`src/rtl/m_ext_ctrl.sv`:
```
`timescale 1ns/1ps
// RV32M sequencing controller: shift-add multiplier for MUL*, start/done
// handshake to an external divider for DIV*/REM*, single registered result.
module m_ext_ctrl #(
  parameter int XLEN = 32
) (
  input  logic            i_clk,
  input  logic            i_rst,
  input  logic            i_valid,
  input  logic [2:0]      i_f3,
  input  logic [XLEN-1:0] i_rs1,
  input  logic [XLEN-1:0] i_rs2,
  output logic            o_stall,
  output logic [XLEN-1:0] o_res,
  output logic            o_res_valid,
  output logic            o_div_start,
  output logic [2:0]      o_div_f3,
  output logic [XLEN-1:0] o_div_rs1,
  output logic [XLEN-1:0] o_div_rs2,
  input  logic [XLEN-1:0] i_div_res,
  input  logic            i_div_done
);

  typedef enum logic [2:0] {
    S_IDLE   = 3'd0,
    S_MUL    = 3'd1,
    S_MFIX   = 3'd2,
    S_DSTART = 3'd3,
    S_DBLANK = 3'd4,
    S_DWAIT  = 3'd5,
    S_RESP   = 3'd6
  } state_e;

  localparam logic [XLEN-1:0]   ONE_X  = {{(XLEN-1){1'b0}}, 1'b1};
  localparam logic [2*XLEN-1:0] ONE_2X = {{(2*XLEN-1){1'b0}}, 1'b1};

  state_e              state_q, state_d;
  logic [XLEN-1:0]     res_q, res_d;
  logic                res_valid_q, res_valid_d;
  logic                div_start_q, div_start_d;
  logic [2:0]          f3_q, f3_d;
  logic [XLEN-1:0]     rs1_q, rs1_d;
  logic [XLEN-1:0]     rs2_q, rs2_d;
  logic [XLEN-1:0]     mcand_q, mcand_d;
  logic [2*XLEN-1:0]   acc_q, acc_d;
  logic                neg_q, neg_d;
  logic [4:0]          cnt_q, cnt_d;

  logic                accept_s;
  logic                sgn1_s, sgn2_s;
  logic [XLEN-1:0]     mag1_s, mag2_s;
  logic [XLEN:0]       add_s;
  logic [2*XLEN-1:0]   prod_s;

  assign accept_s    = (state_q == S_IDLE) & i_valid & ~res_valid_q;
  assign o_stall     = i_valid & ~res_valid_q;
  assign o_res       = res_q;
  assign o_res_valid = res_valid_q;
  assign o_div_start = div_start_q;
  assign o_div_f3    = f3_q;
  assign o_div_rs1   = rs1_q;
  assign o_div_rs2   = rs2_q;

  // rs1 is signed for MULH/MULHSU, rs2 only for MULH; 0x80000000 needs no special case
  assign sgn1_s = ((i_f3 == 3'b001) | (i_f3 == 3'b010)) & i_rs1[XLEN-1];
  assign sgn2_s = (i_f3 == 3'b001) & i_rs2[XLEN-1];
  assign mag1_s = sgn1_s ? (~i_rs1 + ONE_X) : i_rs1;
  assign mag2_s = sgn2_s ? (~i_rs2 + ONE_X) : i_rs2;
  assign add_s  = {1'b0, acc_q[2*XLEN-1:XLEN]} + {1'b0, (acc_q[0] ? mcand_q : {XLEN{1'b0}})};
  assign prod_s = neg_q ? (~acc_q + ONE_2X) : acc_q;

  // State register
  always_ff @(posedge i_clk) begin
    if (!i_rst) begin
      state_q <= S_IDLE;
    end else begin
      state_q <= state_d;
    end
  end

  // Next-state logic
  always_comb begin
    state_d = state_q;
    case (state_q)
      S_IDLE: begin
        if (accept_s) begin
          state_d = i_f3[2] ? S_DSTART : S_MUL;
        end else begin
          state_d = S_IDLE;
        end
      end
      S_MUL: begin
        if (cnt_q == 5'd31) begin
          state_d = S_MFIX;
        end else begin
          state_d = S_MUL;
        end
      end
      S_MFIX:   state_d = S_RESP;
      S_DSTART: state_d = S_DBLANK;
      S_DBLANK: state_d = S_DWAIT;
      S_DWAIT: begin
        if (i_div_done) begin
          state_d = S_RESP;
        end else begin
          state_d = S_DWAIT;
        end
      end
      S_RESP:   state_d = S_IDLE;
      default:  state_d = S_IDLE;
    endcase
  end

  // Datapath and registered-output next values
  always_comb begin
    res_d     = res_q;
    f3_d      = f3_q;
    rs1_d     = rs1_q;
    rs2_d     = rs2_q;
    mcand_d   = mcand_q;
    acc_d     = acc_q;
    neg_d     = neg_q;
    cnt_d     = cnt_q;
    case (state_q)
      S_IDLE: begin
        if (accept_s) begin
          f3_d    = i_f3;
          rs1_d   = i_rs1;
          rs2_d   = i_rs2;
          mcand_d = mag1_s;
          acc_d   = {{XLEN{1'b0}}, mag2_s};
          neg_d   = sgn1_s ^ sgn2_s;
          cnt_d   = 5'd0;
        end else begin
          cnt_d   = cnt_q;
        end
      end
      S_MUL: begin
        // conditional add into the high half, then shift the whole 65-bit value right
        acc_d = {add_s, acc_q[XLEN-1:1]};
        cnt_d = cnt_q + 5'd1;
      end
      S_MFIX: begin
        res_d = (f3_q[1:0] == 2'b00) ? prod_s[XLEN-1:0] : prod_s[2*XLEN-1:XLEN];
      end
      S_DWAIT: begin
        if (i_div_done) begin
          res_d = i_div_res;
        end else begin
          res_d = res_q;
        end
      end
      default: begin
        res_d = res_q;
      end
    endcase
    res_valid_d = (state_d == S_RESP);
    div_start_d = (state_d == S_DSTART);
  end

  // Datapath and output registers
  always_ff @(posedge i_clk) begin
    if (!i_rst) begin
      res_q       <= {XLEN{1'b0}};
      res_valid_q <= 1'b0;
      div_start_q <= 1'b0;
      f3_q        <= 3'd0;
      rs1_q       <= {XLEN{1'b0}};
      rs2_q       <= {XLEN{1'b0}};
      mcand_q     <= {XLEN{1'b0}};
      acc_q       <= {(2*XLEN){1'b0}};
      neg_q       <= 1'b0;
      cnt_q       <= 5'd0;
    end else begin
      res_q       <= res_d;
      res_valid_q <= res_valid_d;
      div_start_q <= div_start_d;
      f3_q        <= f3_d;
      rs1_q       <= rs1_d;
      rs2_q       <= rs2_d;
      mcand_q     <= mcand_d;
      acc_q       <= acc_d;
      neg_q       <= neg_d;
      cnt_q       <= cnt_d;
    end
  end

endmodule

```
`config.mk`:
```
export PLATFORM = sky130hd
export DESIGN_NAME = m_ext_ctrl
export DESIGN_NICKNAME = d
export VERILOG_FILES = /design/src/rtl/m_ext_ctrl.sv
export SDC_FILE = /design/constraint.sdc
export NUM_CORES = 1
export LEC_CHECK = 0
export BUFFER_PORTS_ARGS = -buffer_cell sky130_fd_sc_hd__buf_4
export CORE_AREA = 2 2 209 211
export DETAILED_ROUTE_END_ITERATION = 16
export DIE_AREA = 0 0 211 213
export SLEW_MARGIN = 10
export SYNTH_ARGS = -nofsm -noshare
export SYNTH_HDL_FRONTEND = slang
export SYNTH_SLANG_ARGS = --single-unit
```
`constraint.sdc`:
```
create_clock -name i_clk -period 3.9 [get_ports i_clk]
set_clock_uncertainty 0.15 [all_clocks]
set_input_delay 0.585 -clock i_clk [delete_from_list [all_inputs] [get_ports i_clk]]
set_output_delay 0.585 -clock i_clk [all_outputs]
set_load 0.05 [all_outputs]
```
# Word level (Yosys, flattened, before mapping)
# Cells that the tools add are included.
dict set report word_totals {
  wordCells 62
  in_bits 103
  latch_bits 0
  memories 0
  mem_bits_rw 0
  output_inout_bits 102
  reg_bits 206
  romBits 0
}
dict set report op_classes {
  n_mux 16
  n_div 0
  n_bitwise 11
  magnitude_cmp 0
  n_shift 0
  eq_ne 12
  mul 0
  n_addsub 5
  reduce_logical 7
}
# cell count
set op_table {}
lappend op_table {{2-to-1 mux 32 bit} 5}
lappend op_table {{2-to-1 mux 64 bit} 2}
lappend op_table {{one-hot mux 64 bit (2 select lines)} 1}
lappend op_table {{adder 32 x 1 -> 32 bit (second input constant)} 2}
lappend op_table {{adder 64 x 1 -> 64 bit (second input constant)} 1}
lappend op_table {{NOT 32 bit} 2}
lappend op_table {{NOT 64 bit} 1}
lappend op_table {{one-hot mux 32 bit (2 select lines)} 1}
lappend op_table {{adder 32 x 32 -> 33 bit} 1}
lappend op_table {{one-hot mux 3 bit (6 select lines)} 1}
lappend op_table {{equality test 3 x 2 -> 1 bit (second input constant)} 4}
lappend op_table {{one-hot mux 5 bit (2 select lines)} 1}
lappend op_table {{equality test 3 bit (second input constant)} 3}
lappend op_table {{2-to-1 mux 2 bit} 4}
lappend op_table {{equality test 3 x 1 -> 1 bit (second input constant)} 2}
lappend op_table {{AND reduction 2 bit} 3}
lappend op_table {{adder 5 x 1 -> 5 bit (second input constant)} 1}
lappend op_table {{bitwise AND 1 bit} 5}
lappend op_table {{equality test 5 bit (second input constant)} 1}
lappend op_table {{2-to-1 mux 5 bit} 1}
lappend op_table {{!= test 2 bit (second input constant)} 2}
lappend op_table {{nonzero test 2 bit} 2}
lappend op_table {{logical NOT 3 bit} 1}
lappend op_table {{logical NOT 2 bit} 1}
lappend op_table {{other kinds (3)} 3}

# Logic depth before layout (Yosys ltp)
dict set report logic_depth {
  word_depth 6
  ltp_mapped 13
  mapped_depth_nobuf 12
}

# Worst setup path after synthesis
# OpenSTA, ideal clock, no wires.
dict set report synth_path {
  kind {input to register}
  start {in i_rs2[10]}
  end {reg acc_q[25]}
  n_path_buf 0
  t_arrival_ns 2.836
  slack_ns 0.839
  setup_ns 0.074
  path_stages 8
  required_ns 3.676
  cell_sequence {or4_1 or4_4 or4_4 nor4_2 nor2_1 xor2_1 nand2_1 a31oi_1}
}
dict set report synth_between {
  elab_chain_len 5
}
# element line
set synth_lines {}
lappend synth_lines {{start: declaration} 12} ;# input logic [XLEN-1:0] i_rs2,
lappend synth_lines {{NOT 32 bit} 68} ;# assign mag2_s = sgn2_s ? (~i_rs2 + ONE_X) : i_rs2;
lappend synth_lines {{adder 32 x 1 -> 32 bit} 68}
lappend synth_lines {{2-to-1 mux 32 bit} 68}
lappend synth_lines {{2-to-1 mux 64 bit} 126} ;# if (accept_s) begin
lappend synth_lines {{one-hot mux 64 bit (2 select lines)} 124} ;# case (state_q)
lappend synth_lines {{end signal: assignment} 171} ;# acc_q <= {(2*XLEN){1'b0}};
lappend synth_lines {{end: declaration} 45} ;# logic [2*XLEN-1:0] acc_q, acc_d;
# No other way between the ends. The select of a mux whose other input is x is not followed.
# A chain may end at the register's enable or synchronous reset.

# Final worst setup path
dict set report layout_path {
  start {reg acc_q[15]}
  end {reg res_q[12], in the netlist o_res[12]}
}
dict set report layout_between {
  elab_chain_len 5
}
# element line
set layout_lines {}
lappend layout_lines {{NOT 64 bit} 70} ;# assign prod_s = neg_q ? (~acc_q + ONE_2X) : acc_q;
lappend layout_lines {{adder 64 x 1 -> 64 bit} 70}
lappend layout_lines {{2-to-1 mux 64 bit} 70}
lappend layout_lines {{2-to-1 mux 32 bit} 144} ;# res_d = (f3_q[1:0] == 2'b00) ? prod_s[XLEN-1:0] : prod_s[2*XLEN-1:XLEN];
lappend layout_lines {{one-hot mux 32 bit (2 select lines)} 124}
lappend layout_lines {{end signal: assignment} 164} ;# res_q <= {XLEN{1'b0}};
lappend layout_lines {{end signal: assignment} 175} ;# res_q <= res_d;
lappend layout_lines {{end: declaration} 38} ;# logic [XLEN-1:0] res_q, res_d;
# No other way between the ends.

==> results.txt <==
The number of endpoints with negative hold slack in the final report is 0, and the post-synthesis compound-gate area fraction is 0.259. The number of vias in the routed layout is 12800. Critical path's slowest cell: sky130_fd_sc_hd__or4_4.

The per-instance average area after synthesis was 7.55 um2. On the worst path, the slowest cell contributes a delay of 0.62 ns. The slack of the critical path is 0.688 ns, and the count of pins over their slew limit is 0. The first-pass GRT wire length came out at 70.0 mm. The shortest period the worst path allows was 3.21 ns; the relative area change from synthesis to final layout was 21.8%. The proportion of register bits with asynchronous set or reset after synthesis is 0. The first TritonRoute pass finished after 5 iterations. Flip-flop cell with the highest count after synthesis: sky130_fd_sc_hd__dfxtp_1. The synthesized netlist occupies a cell area of 12700 um2. Max-cap violations in this run came to 0. Number of rows in the core area: 76.

The routability congestion estimate from global placement is 0.930, and the number of global-route vias before repair is 11900. After the last flow step, the layout net total stands at 1967. The number of warnings issued by yosys is 0.

By area, the combinational part of the netlist is dominated by compound AO/OA/AOI/OAI gates. The synthesized design contains 205 register bits. The ratio of routed vias to standard cells was 5.38; the distinct cell type count of the synthesized netlist was 76.

The flow ran to the end, and the final reports show no timing, DRC or antenna violations. The top cell types in the final layout, fill and taps aside, are sky130_fd_sc_hd__nand2_1, sky130_fd_sc_hd__buf_4, sky130_fd_sc_hd__dfxtp_1, sky130_fd_sc_hd__a21oi_1, sky130_fd_sc_hd__nor2_1. Along the worst path, the maximum fanout reaches 10. The setup path with the least slack is of type reg -> reg. At the worst endpoint, the arrival time is 3.53 ns.

The area enclosed by the die boundary came out at 44900 um2. Most common library cell in the layout ignoring fill and taps: sky130_fd_sc_hd__nand2_1. The critical path goes through or4_4 > nor4b_4 > and4_1 > nand4_4 > o211ai_2 > a21oi_1 > or4_1 > a31oi_1. The cell at the root of the clock tree was sky130_fd_sc_hd__clkbuf_16. The logs give 15500 um2 for the final design area excluding fillers and 0.298 for the initial cell density of the core. The post-synthesis cell count is 1683. The cts-stage hold buffer count is 0, and the count of clock tree sinks is 205. The post-CTS clock slew at the launch and capture registers of the worst setup and hold paths works out to 0.06 ns. 205 I/O pins were placed.

The run gives 6.00 nW as the static power due to leakage. At the pin with the least slew margin, the transition time is 0.968 ns. In the routed design, unresolved DRC markers number 0. The region available for standard cell placement spans 42700 um2. For the worst-skew pair, the clock arrives at the later sink with an insertion delay of 0.54 ns. In this run the horizontal extent of the chip is 211 um.

The maximum clock frequency was 0.311 GHz; the post-synthesis xor/xnor area fraction was 0.0779. The tools report the number of antenna violations at the first check in global routing as 0. Share of the clock period used by the worst path: 0.824. Once detail routing completed, the nets flagged for antenna violations numbered 0. Among cell families on the critical path, the largest total delay comes from simple AND/OR/NAND/NOR gates. For this block, the routed nets add up to 45.7 mm of wire. The tools report the worst vdd rail ir drop as 313 uV. The logs give 0.525 ns for the worst slack at placement and 974 for the number of DRC markers in iteration 0. The sort of element at the start of the critical path was a flop. The layout has 4447 filler cells.

After clock tree synthesis, the setup repair step added 0 buffers. The post-route setup TNS is 0 ns, and the simple-gate share of the synthesized area is 0.244. Together, buffers and inverters on the worst path number 0. For this run the aggregate overflow at the end of global routing stands at 0. Maximum count of clock buffers along a single path: 3. During placement, the flow inserted port buffers numbering 204. The worst-case headroom to the max-slew limit is 0.353, and the synthesized-area fraction occupied by adder cells is 0.0380. Setup repair after global routing left no endpoint under its margin.

TritonCTS built the clock tree. The number of synthesized flops with an enable pin was 0. The proportion of synthesized area in mux cells came out at 0.0139. STA puts the critical path data required time at 4.22 ns. The number of levels the H-tree was split into was 1; the pin count of the biggest net entering global routing was 81. The areal power density over the cells was 430 nW/um2. Once placement finished, the instance area stood at 14700 um2. The worst hold path belongs to the class in -> reg.

The sequential element share of the synthesized area is 0.323. Detailed placer's ending HPWL: 34.7 mm. The tools report the number of failing setup endpoints in the final timing report as 0.

The worst setup path is captured at a flop. The number of antenna diodes in the final layout is 0. In this run, post-CTS repair resized a total of 0 instances. The share of final-layout standard cells stronger than drive strength 1 was 0.161. The height of the chip works out to 213 um. For the total global routing track utilization, the log shows 0.197.

Buffers inserted during clock tree synthesis total 25. Across all hold checks on the routed design, the worst slack comes to 0.142 ns. The post-detailed-route wirelength per cell came out at 19.1 um.

Synthesis produced a netlist with a net count of 1824.
==> metrics by stage <==
stage	power, mW	util	std cells
CTS	6.71	0.363	2389
finish	6.66	0.363	2389
global placement	4.36	0.344	2345
floorplan	3.72	-	1683
global route	6.97	0.363	2389
detailed placement	4.38	0.344	2345
==> worst min-delay path, cell delays in order <==
cell and delay, ns:
sky130_fd_sc_hd__buf_4 0.08, sky130_fd_sc_hd__o211ai_1 0.08, sky130_fd_sc_hd__nand2_1 0.07
==> report_power, final <==
part	internal (mW)	switching, mW	leakage, nW
registers	2.29	0.182	1.67
logic	0.617	1.26	3.94
clock network	1.37	0.946	0.390
total	4.27	2.39	6.00
==> sequential cells by signal, indices dropped and copies added (netlist names) <==
| register | flops |
|---|---|
| acc_q | 64 |
| o_div_rs1 | 32 |
| o_div_rs2 | 32 |
| o_res | 32 |
| mcand_q | 31 |
| cnt_q | 5 |
| o_div_f3 | 3 |
| state_q | 3 |
| neg_q | 1 |
| o_div_start | 1 |
| o_res_valid | 1 |
==> layer usage <==
layer  wire length [um]  GRT usage
met5                  0          0
met4                683     0.0406
met3               3630     0.0391
met2              19500      0.300
met1              21900      0.285
==> synth_stat cells, types with 18 or more instances <==
master,count,area share
sky130_fd_sc_hd__nand2_1,289,0.085
sky130_fd_sc_hd__dfxtp_1,205,0.32
sky130_fd_sc_hd__a21oi_1,140,0.055
sky130_fd_sc_hd__nor2_1,134,0.040
sky130_fd_sc_hd__o21ai_0,106,0.042
sky130_fd_sc_hd__clkbuf_1,99,0.029
sky130_fd_sc_hd__xnor2_1,73,0.050
sky130_fd_sc_hd__a21boi_0,56,0.033
sky130_fd_sc_hd__nand3_1,41,0.016
sky130_fd_sc_hd__and2_1,40,0.020
sky130_fd_sc_hd__xor2_1,40,0.028
sky130_fd_sc_hd__ha_1,37,0.036
sky130_fd_sc_hd__nor3_1,35,0.014
sky130_fd_sc_hd__a211oi_1,28,0.017
sky130_fd_sc_hd__inv_1,27,0.0080
sky130_fd_sc_hd__a31oi_1,21,0.010
sky130_fd_sc_hd__a221oi_1,19,0.013
sky130_fd_sc_hd__a22oi_1,18,0.011
==> kinds of logic after synthesis <==
family / Yosys count
AO/OA/AOI/OAI: 508
buffers and inverters: 141
adder cells (fa/ha/maj): 38
AND/OR/NAND/NOR: 661
flip-flops: 205
XOR/XNOR: 113
multiplexers: 17
==> path summary, 6_finish.rpt <==
| path | startpoint | endpoint | slack (ns) | cells after the start |
|---|---|---|---|---|
| worst max-delay path | acc_q[15] | o_res[12] | 0.69 | 8 |
| worst min register to register | o_res[21] | o_res[21] | 0.30 | 2 |
| worst min-delay path | i_div_res[9] | o_res[9] | 0.14 | 3 |
| worst max register to register | acc_q[15] | o_res[12] | 0.69 | 8 |
==> area by class of cell <==
type / count / area, um2 / area share
sequential: 205 / 4100 / 0.265
multi-input combinational: 1337 / 8070 / 0.521
timing repair buffer: 230 / 1730 / 0.112
clock inverter: 9 / 101 / 0.00655
inverter: 27 / 101 / 0.00655
clock buffer: 35 / 693 / 0.0448
tap: 546 / 683 / 0.0441
No activity file was read; power rests on OpenSTA's default activity.
